[config.mk]
export PLATFORM = sky130hd
export DESIGN_NAME = mem_arbiter
export DESIGN_NICKNAME = d
export VERILOG_FILES = /design/src/rtl/mem_arbiter.sv
export SDC_FILE = /design/constraint.sdc
export NUM_CORES = 1
export LEC_CHECK = 0
export ABC_AREA = 1
export CORE_MARGIN = 2
export CORE_UTILIZATION = 45
export DETAILED_ROUTE_END_ITERATION = 6
export GPL_ROUTABILITY_DRIVEN = 0
export GPL_TIMING_DRIVEN = 0
export HOLD_SLACK_MARGIN = 0.02
export PLACE_DENSITY_LB_ADDON = 0.15
export SLEW_MARGIN = 5
export SYNTH_ARGS = -nofsm -noshare
export SYNTH_HDL_FRONTEND = slang
export SYNTH_SLANG_ARGS = --single-unit
[constraint.sdc]
create_clock -name clk -period 2.9 [get_ports clk]
set_input_delay 0.435 -clock clk [delete_from_list [all_inputs] [get_ports clk]]
set_output_delay 0.435 -clock clk [all_outputs]
set_load 0.01 [all_outputs]
[src/rtl/mem_arbiter.sv]
// mem_arbiter: shares the single core memory bus between instruction fetch
// and the load/store stage.
//   - Data has priority over fetch. A starvation counter forces a fetch grant
//     after STARVE_LIMIT consecutive data grants made while fetch was waiting.
//   - Only one transaction is outstanding at a time, and all outputs are
//     registered. Each transaction runs IDLE -> BUSY -> RESP.
//   - A watchdog aborts a transaction after TIMEOUT unacknowledged BUSY
//     cycles and raises bus_error. Setting TIMEOUT to 0 disables it.
// Ports:
//   clk, reset (async, active-low)
//   fetch_valid/fetch_addr   -> fetch_ready/fetch_rdata
//   data_valid/data_addr/data_wdata/data_wstrb -> data_ready/data_rdata
//   mem_valid/mem_instr/mem_addr/mem_wdata/mem_wstrb <- mem_ready/mem_rdata
//   bus_error (pulse), error_is_data (source of the last error)
module mem_arbiter #(
  parameter int STARVE_LIMIT = 4,
  parameter int TIMEOUT      = 255
) (
  input  logic        clk,
  input  logic        reset,
  input  logic        fetch_valid,
  input  logic [31:0] fetch_addr,
  output logic        fetch_ready,
  output logic [31:0] fetch_rdata,
  input  logic        data_valid,
  input  logic [31:0] data_addr,
  input  logic [31:0] data_wdata,
  input  logic [3:0]  data_wstrb,
  output logic        data_ready,
  output logic [31:0] data_rdata,
  output logic        mem_valid,
  output logic        mem_instr,
  output logic [31:0] mem_addr,
  output logic [31:0] mem_wdata,
  output logic [3:0]  mem_wstrb,
  input  logic        mem_ready,
  input  logic [31:0] mem_rdata,
  output logic        bus_error,
  output logic        error_is_data
);

  localparam logic [1:0] IDLE = 2'd0;
  localparam logic [1:0] BUSY = 2'd1;
  localparam logic [1:0] RESP = 2'd2;

  localparam int SW = (STARVE_LIMIT > 0) ? $clog2(STARVE_LIMIT + 1) : 1;
  localparam int TW = (TIMEOUT > 1) ? $clog2(TIMEOUT + 1) : 1;

  logic [1:0]    state;
  logic [SW-1:0] starve_cnt;
  logic [TW-1:0] tcnt;
  logic          granted_data;

  logic starved;
  logic grant_fetch;
  logic timeout_hit;
  logic done;
  logic [31:0] done_rdata;

  // Fetch wins only when data is idle or fetch has been starved long enough.
  assign starved     = (starve_cnt == SW'(STARVE_LIMIT));
  assign grant_fetch = fetch_valid && (!data_valid || starved);

  // The counter starts at 0 in the first BUSY cycle. The abort therefore
  // fires at the end of the TIMEOUT-th unacknowledged cycle. If mem_ready
  // arrives in that same cycle, the transaction completes normally instead.
  assign timeout_hit = (TIMEOUT != 0) && (tcnt == TW'(TIMEOUT - 1)) && !mem_ready;
  assign done        = mem_ready || timeout_hit;
  assign done_rdata  = mem_ready ? mem_rdata : 32'h0;

  always_ff @(posedge clk or negedge reset) begin
    if (!reset) begin
      state         <= IDLE;
      starve_cnt    <= '0;
      tcnt          <= '0;
      granted_data  <= 1'b0;
      fetch_ready   <= 1'b0;
      fetch_rdata   <= 32'h0;
      data_ready    <= 1'b0;
      data_rdata    <= 32'h0;
      mem_valid     <= 1'b0;
      mem_instr     <= 1'b0;
      mem_addr      <= 32'h0;
      mem_wdata     <= 32'h0;
      mem_wstrb     <= 4'h0;
      bus_error     <= 1'b0;
      error_is_data <= 1'b0;
    end else begin
      fetch_ready <= 1'b0;
      data_ready  <= 1'b0;
      bus_error   <= 1'b0;
      case (state)
        IDLE: begin
          if (fetch_valid || data_valid) begin
            state     <= BUSY;
            mem_valid <= 1'b1;
            tcnt      <= '0;
            if (grant_fetch) begin
              granted_data <= 1'b0;
              mem_instr    <= 1'b1;
              mem_addr     <= fetch_addr;
              mem_wdata    <= 32'h0;
              mem_wstrb    <= 4'h0;
              starve_cnt   <= '0;
            end else begin
              granted_data <= 1'b1;
              mem_instr    <= 1'b0;
              mem_addr     <= data_addr;
              mem_wdata    <= data_wdata;
              mem_wstrb    <= data_wstrb;
              // Only a data grant made while fetch is waiting counts as starving it.
              if (!fetch_valid)
                starve_cnt <= '0;
              else if (!starved)
                starve_cnt <= starve_cnt + SW'(1);
            end
          end
        end
        BUSY: begin
          if (done) begin
            state     <= RESP;
            mem_valid <= 1'b0;
            if (granted_data) begin
              data_ready <= 1'b1;
              data_rdata <= done_rdata;
            end else begin
              fetch_ready <= 1'b1;
              fetch_rdata <= done_rdata;
            end
            if (timeout_hit) begin
              bus_error     <= 1'b1;
              error_is_data <= granted_data;
            end
          end else begin
            tcnt <= tcnt + TW'(1);
          end
        end
        RESP: begin
          // This dead cycle gives the requester time to drop or advance its valid.
          state <= IDLE;
        end
        default: begin
          state     <= IDLE;
          mem_valid <= 1'b0;
        end
      endcase
    end
  end

endmodule

==> impl_metrics.ini, run 1 <==
[cells_and_area]
final-instance-count-excl-fill = 1213
nets = 1161
area_growth_syn_to_layout_pct = 58.7
diodes = 0
drive_above_1_share_pct = 6.87

[timing]
hold_viol_final = 0
setup_slack_ns = 1.05
min_period_ns = 1.85
max_slew_margin_pct = 62.4
slew_viol_final = 0
clock.fmax_mhz = 541
worst_pin_slew_ns = 0.564
setup_viol = 0
rsz0062_at_grt = no
finClkSkew_ns = 0.00939
period_share_pct = 63.7

[floorplanning]
rows = 43
num_io_pins = 275
floorplan.die_area_mm2 = 0.0151
core_area_mm2 = 0.0138
start_util_pct = 46.0
fp.dieW_um = 123
die_h_um = 123

[synthesis]
yosys-top-cells-area = dfrtp_1 60%, nand2_1 22%, nand4_1 6.3%, nand3_1 3.2%, buf_2 1.7%
ys.flop_type = dfrtp_1
synthCells = 725
synth_simple_gate_area_share_pct = 32.8
synth-adder-area-share_pct = 0.787
synthesis.area_mm2 = 0.00636
yosys_warnings = 0
async_reset_ff_share_pct = 100
ys_seq_area_share_pct = 59.8
synthMuxAreaShare_pct = 0
synth_edf_count = 0
avgSynthCellArea_um2 = 8.78
synth-seq-cells = 152
synth_nets = 866
yosysMostFrequentCell = nand2_1
yosys.area_share.xor_xnor_pct = 0.275
synth_top_area_share_pct = 59.8
ys_top_cells_by_count = 366 x nand2_1, 152 x dfrtp_1, 64 x nand4_1
yosys.area.top_type = dfrtp_1
synth_compound_area_share_pct = 1.51
ys_types = 28
synth_top_family_by_area = simple AND/OR/NAND/NOR gates

[grt]
grt_max_degree = 79
overflow = 0
antenna_found_initial = 0
grt_first_pass_wirelength_um = 30400
track_usage_pct = 26.5
grt_pass1_vias = 5909

[setup_path]
required_ns = 2.47
cp-end-kind = primary output
cp_cell_sequence = clkdlybuf4s50_1
crit_fanout = 2
cp_slowest_stage_delay_ns = 0.65
worst-path-buf-inv = 1
crit_arrival_ns = 1.41
cp-start-kind = flop
cp_top_family = buffers and inverters
slowest_stage = clkdlybuf4s50_1
path_class = flop to primary output

[clock_network]
htree_levels = 4
post_cts_resized = 0
clock_path_buffers = 2
numCtsBuffers = 17
cts_root_buf = clkbuf_16
ctsHoldBuffers = 1
path_clk_slew_ns = 0.06
cts_tree = yes
clkSinkCount = 152
postCtsSetupBuffers = 0
clk-insertion-delay-late_ns = 0.42

[route]
dr.first_iter.drc_count = 388
firstDrtPassIters = 4
route.detailed.drc = 0
vias = 6048
antenna_left = 0
routed_wl_um = 19400
routedWlPerCell_um = 16.0
avgViaCountPerCell = 4.99

[power]
power_density_mw_per_mm2 = 1070
p_leak_nw = 4.82
ir_drop_v = 0.000509

[placement]
place_ws_ns = 0.892
post-dp-hpwl_um = 14300
portBuffers = 274
dp_cells = 1180

[run_status]
status = finished clean

[run]
drv_cap = 0

[min_path]
hold_class = flop to flop
## layout make-up
cell class | instances | area, um2
flip-flops and latches | 152 | 3800
well taps | 180 | 225
clock buffers | 20 | 457
plain buffers | 46 | 248
clock inverters | 12 | 269
repair buffers | 276 | 2790
inverters | 16 | 60.1
fillers | 1054 | 3730
multi-input cells | 511 | 2250
## final timing paths
kind                                 start              end  slack, ns  cells past startpoint
setup / recovery           fetch_rdata[25]  fetch_rdata[25]       1.05                      1
hold / removal               data_rdata[1]    data_rdata[1]       0.47                      2
setup reg to reg             starve_cnt[0]     mem_addr[13]       1.27                      9
hold reg to reg              data_rdata[1]    data_rdata[1]       0.47                      2
max in group asynchronous            reset      mem_addr[1]       1.55                      3
min in group asynchronous            reset    mem_wdata[22]       0.58                      2
## report_power, final
group / internal (W) / switching [W] / leakage, nW
Clock: 0.00183 / 0.000866 / 0.346
Sequential: 0.00304 / 0.000527 / 1.92
Combinational: 0.00226 / 0.00233 / 2.55
Total: 0.00713 / 0.00372 / 4.82
## registers in the layout, indices dropped and copies added (netlist names)
name and flops:
data_rdata 32, fetch_rdata 32, mem_addr 32, mem_wdata 32
tcnt 8, mem_wstrb 4, starve_cnt 3, state 2
bus_error 1, data_ready 1, error_is_data 1, fetch_ready 1
granted_data 1, mem_instr 1, mem_valid 1
## cell families after synthesis
family                     Yosys count
and+or+nand+nor                    487
buffers and inverters               62
adders and majority gates            4
DFF                                152
xor gates and xnor gates             2
AOI/OAI and AO/OA                   18
## tightest hold or removal path, stage by stage (launching register included)
cell and delay (ns):
dfrtp_1 0.34, nand2_1 0.05, nand2_1 0.05
## metal layers
| layer | track usage, % | vias to the layer above | wire [um] |
|---|---|---|---|
| li1 | - | 2940 | - |
| met1 | 32.3 | 2859 | 7650 |
| met2 | 43.7 | 216 | 9680 |
| met3 | 8.90 | 33 | 1480 |
| met4 | 10.4 | 0 | 547 |
| met5 | 0 | - | 0 |
## layout by cell type, fill, tap and decap left out, drive strengths merged
master | synthesis | final
a21oi | 3 | 3
nand4 | 64 | 64
or2 | 1 | 1
ha | 4 | 4
clkbuf | 12 | 32
nand2 | 368 | 368
nand3b | 1 | 1
bufinv | 0 | 8
clkinvlp | 0 | 2
nor3 | 1 | 1
nor2 | 9 | 9
clkdlybuf4s50 | 0 | 273
o21bai | 1 | 1
nand3 | 43 | 43
dlygate4sd3 | 0 | 1
buf | 34 | 36
dfrtp | 152 | 152
xnor2 | 1 | 1
o21ai | 14 | 14
xor2 | 1 | 1
inv | 15 | 15
clkinv | 1 | 3
## through the flow
stage                     utilization [%]  hold WS [ns]  setup TNS, ns  total power, W  cell area [um2]
after floorplan                         -         0.139              0         0.00557             6360
after global placement               67.5         0.453        -733.90         0.00809             9330
after detailed placement             67.7         0.444              0         0.00818             9360
after CTS                            73.0         0.473              0          0.0109            10100
after global routing                 73.0         0.494              0          0.0115            10100
final                                73.0         0.469              0          0.0109            10100
(Power assumes the default switching activity.)
==> inputs of run 2 (changes only) <==
--- a/config.mk
+++ b/config.mk
@@ -7,7 +7,7 @@
 export LEC_CHECK = 0
 export ABC_AREA = 1
 export CORE_MARGIN = 2
-export CORE_UTILIZATION = 45
+export CORE_UTILIZATION = 43
 export DETAILED_ROUTE_END_ITERATION = 6
 export GPL_ROUTABILITY_DRIVEN = 0
 export GPL_TIMING_DRIVEN = 0
==> constraint.sdc (replaced) <==
create_clock -name clk -period 1.75 [get_ports clk]
set_input_delay 0.2625 -clock clk [delete_from_list [all_inputs] [get_ports clk]]
set_output_delay 0.2625 -clock clk [all_outputs]
set_load 0.01 [all_outputs]
==> impl_metrics.ini, run 2 (synthesis results as in run 1) <==
[setup_path]
cp_top_family = buffers and inverters
crit_fanout = 2
cp-start-kind = flop
path_class = flop to primary output
worst-path-buf-inv = 1
rr_startpoint = starve_cnt[0]
required_ns = 1.49
r2r_end = starve_cnt[0]
slowest_stage = clkdlybuf4s50_1
crit_arrival_ns = 1.42
worstRegToRegCells = 10
cp_cell_sequence = clkdlybuf4s50_1
cp-end-kind = primary output
ff2ff_setup_slack_ns = 0.17
cp_slowest_stage_delay_ns = 0.66

[floorplanning]
die_h_um = 126
rows = 44
num_io_pins = 275
core_area_mm2 = 0.0145
start_util_pct = 43.9
fp.dieW_um = 126
floorplan.die_area_mm2 = 0.0158

[timing]
tns_ns = 0
period_share_pct = 96.4
min_period_ns = 1.69
worst_pin_slew_ns = 0.519
hold_viol_final = 0
setup_viol = 0
max_slew_margin_pct = 65.4
finClkSkew_ns = 0.0107
holdWs_ns = 0.371
rsz0062_at_grt = yes
clock.fmax_mhz = 593
slew_viol_final = 0

[clock_network]
htree_levels = 4
clk-insertion-delay-late_ns = 0.42
path_clk_slew_ns = 0.06
cts_root_buf = clkbuf_16
clock_path_buffers = 2
clkSinkCount = 152
cts_tree = yes
numCtsBuffers = 17

[cells_and_area]
finalCoreUtilization_pct = 69.1
area_growth_syn_to_layout_pct = 57.2
nets = 1163
fillers = 1194
fin_area_mm2 = 0.0100
diodes = 0
drive_above_1_share_pct = 7.16
mostFrequentLayoutCells = 366 x nand2_1, 273 x clkdlybuf4s50_1, 152 x dfrtp_1
multiInputGateArea_mm2 = 0.00225
final_common_cell = nand2_1
seq_area_mm2 = 0.00380

[route]
antenna_left = 0
dr.first_iter.drc_count = 368
routed_wl_um = 19400
routedWlPerCell_um = 15.9
vias = 6063
route.detailed.drc = 0
firstDrtPassIters = 6
avgViaCountPerCell = 4.98

[run_status]
status = finished clean

[grt]
antenna_found_initial = 0
grt_max_degree = 95
grt_pass1_vias = 6198
grt_first_pass_wirelength_um = 31400
track_usage_pct = 25.3
overflow = 0

[placement]
portBuffers = 274
placed_area_mm2 = 0.00937
post-dp-hpwl_um = 14500

[power]
switching_share_pct = 35.7
pwr-share-comb_pct = 44.4
p_leak_nw = 4.77
internal-power_w = 0.0111
power_density_mw_per_mm2 = 1720
ir_drop_v = 0.000905
pwr-share-seq_pct = 34.2
p_clk_share_pct = 21.4
switchingPower_w = 0.00616

[min_path]
hold_class = primary input to asynchronous set/reset pin

[run]
drv_cap = 0
-- run 2: through the flow --
| stage | total power (W) | setup slack (ns) | instances |
|---|---|---|---|
| 2_1_floorplan | 0.00923 | 0.349 | 725 |
| 3_3_place_gp | 0.0134 | -5.85 | 1183 |
| 3_5_place_dp | 0.0136 | -0.140 | 1184 |
| 4_1_cts | 0.0173 | 0.0349 | 1216 |
| 5_1_grt | 0.0184 | -0.0104 | 1218 |
| 6_report | 0.0172 | 0.0635 | 1218 |
-- run 2: final cells by class --
cell class | count | share of cell area [%]
inverters | 16 | 0.601
plain buffers | 46 | 2.58
repair buffers | 278 | 28.0
clock inverters | 13 | 1.55
clock buffers | 18 | 4.39
well taps | 184 | 2.30
multi-input cells | 511 | 22.5
flip-flops and latches | 152 | 38.0
-- run 2: power by group through the flow --
stage | Combinational (W) | Clock (W) | Sequential [W]
2_1_floorplan | 0.00271 | 0 | 0.00652
5_1_grt | 0.00836 | 0.00391 | 0.00610
3_5_place_dp | 0.00767 | 0 | 0.00591
4_1_cts | 0.00770 | 0.00373 | 0.00591
3_3_place_gp | 0.00753 | 0 | 0.00590
6_report | 0.00765 | 0.00369 | 0.00590
-- run 2: timing repair --
| action | CTS | global route |
|---|---|---|
| buffers inserted | 0 | 2 |
| hold buffers | 1 | 0 |
| endpoints found under the hold margin | 58 | 0 |
| gates resized for setup | 0 | 5 |
| setup endpoints to repair | 0 | 39 |
-- run 2: worst max path at each step --
| stage | from | end | slack, ns | depth (start not counted) |
|---|---|---|---|---|
| after floorplan | tcnt[0] | data_rdata[31] | 0.35 | 10 |
| after global placement | reset | mem_wdata[17] | -5.85 | 1 |
| after detailed placement | fetch_valid | mem_addr[20] | -0.14 | 8 |
| after CTS | fetch_rdata[23] | fetch_rdata[23] | 0.03 | 1 |
| after global routing | starve_cnt[0] | starve_cnt[0] | -0.01 | 10 |
| final | fetch_rdata[23] | fetch_rdata[23] | 0.06 | 1 |
-- run 2: layer usage --
layer / wire [um] / GRT usage, %
met3: 1320 / 7.77
met4: 760 / 12.5
met1: 7910 / 30.1
met2: 9360 / 41.4
met5: 61 / 2.79
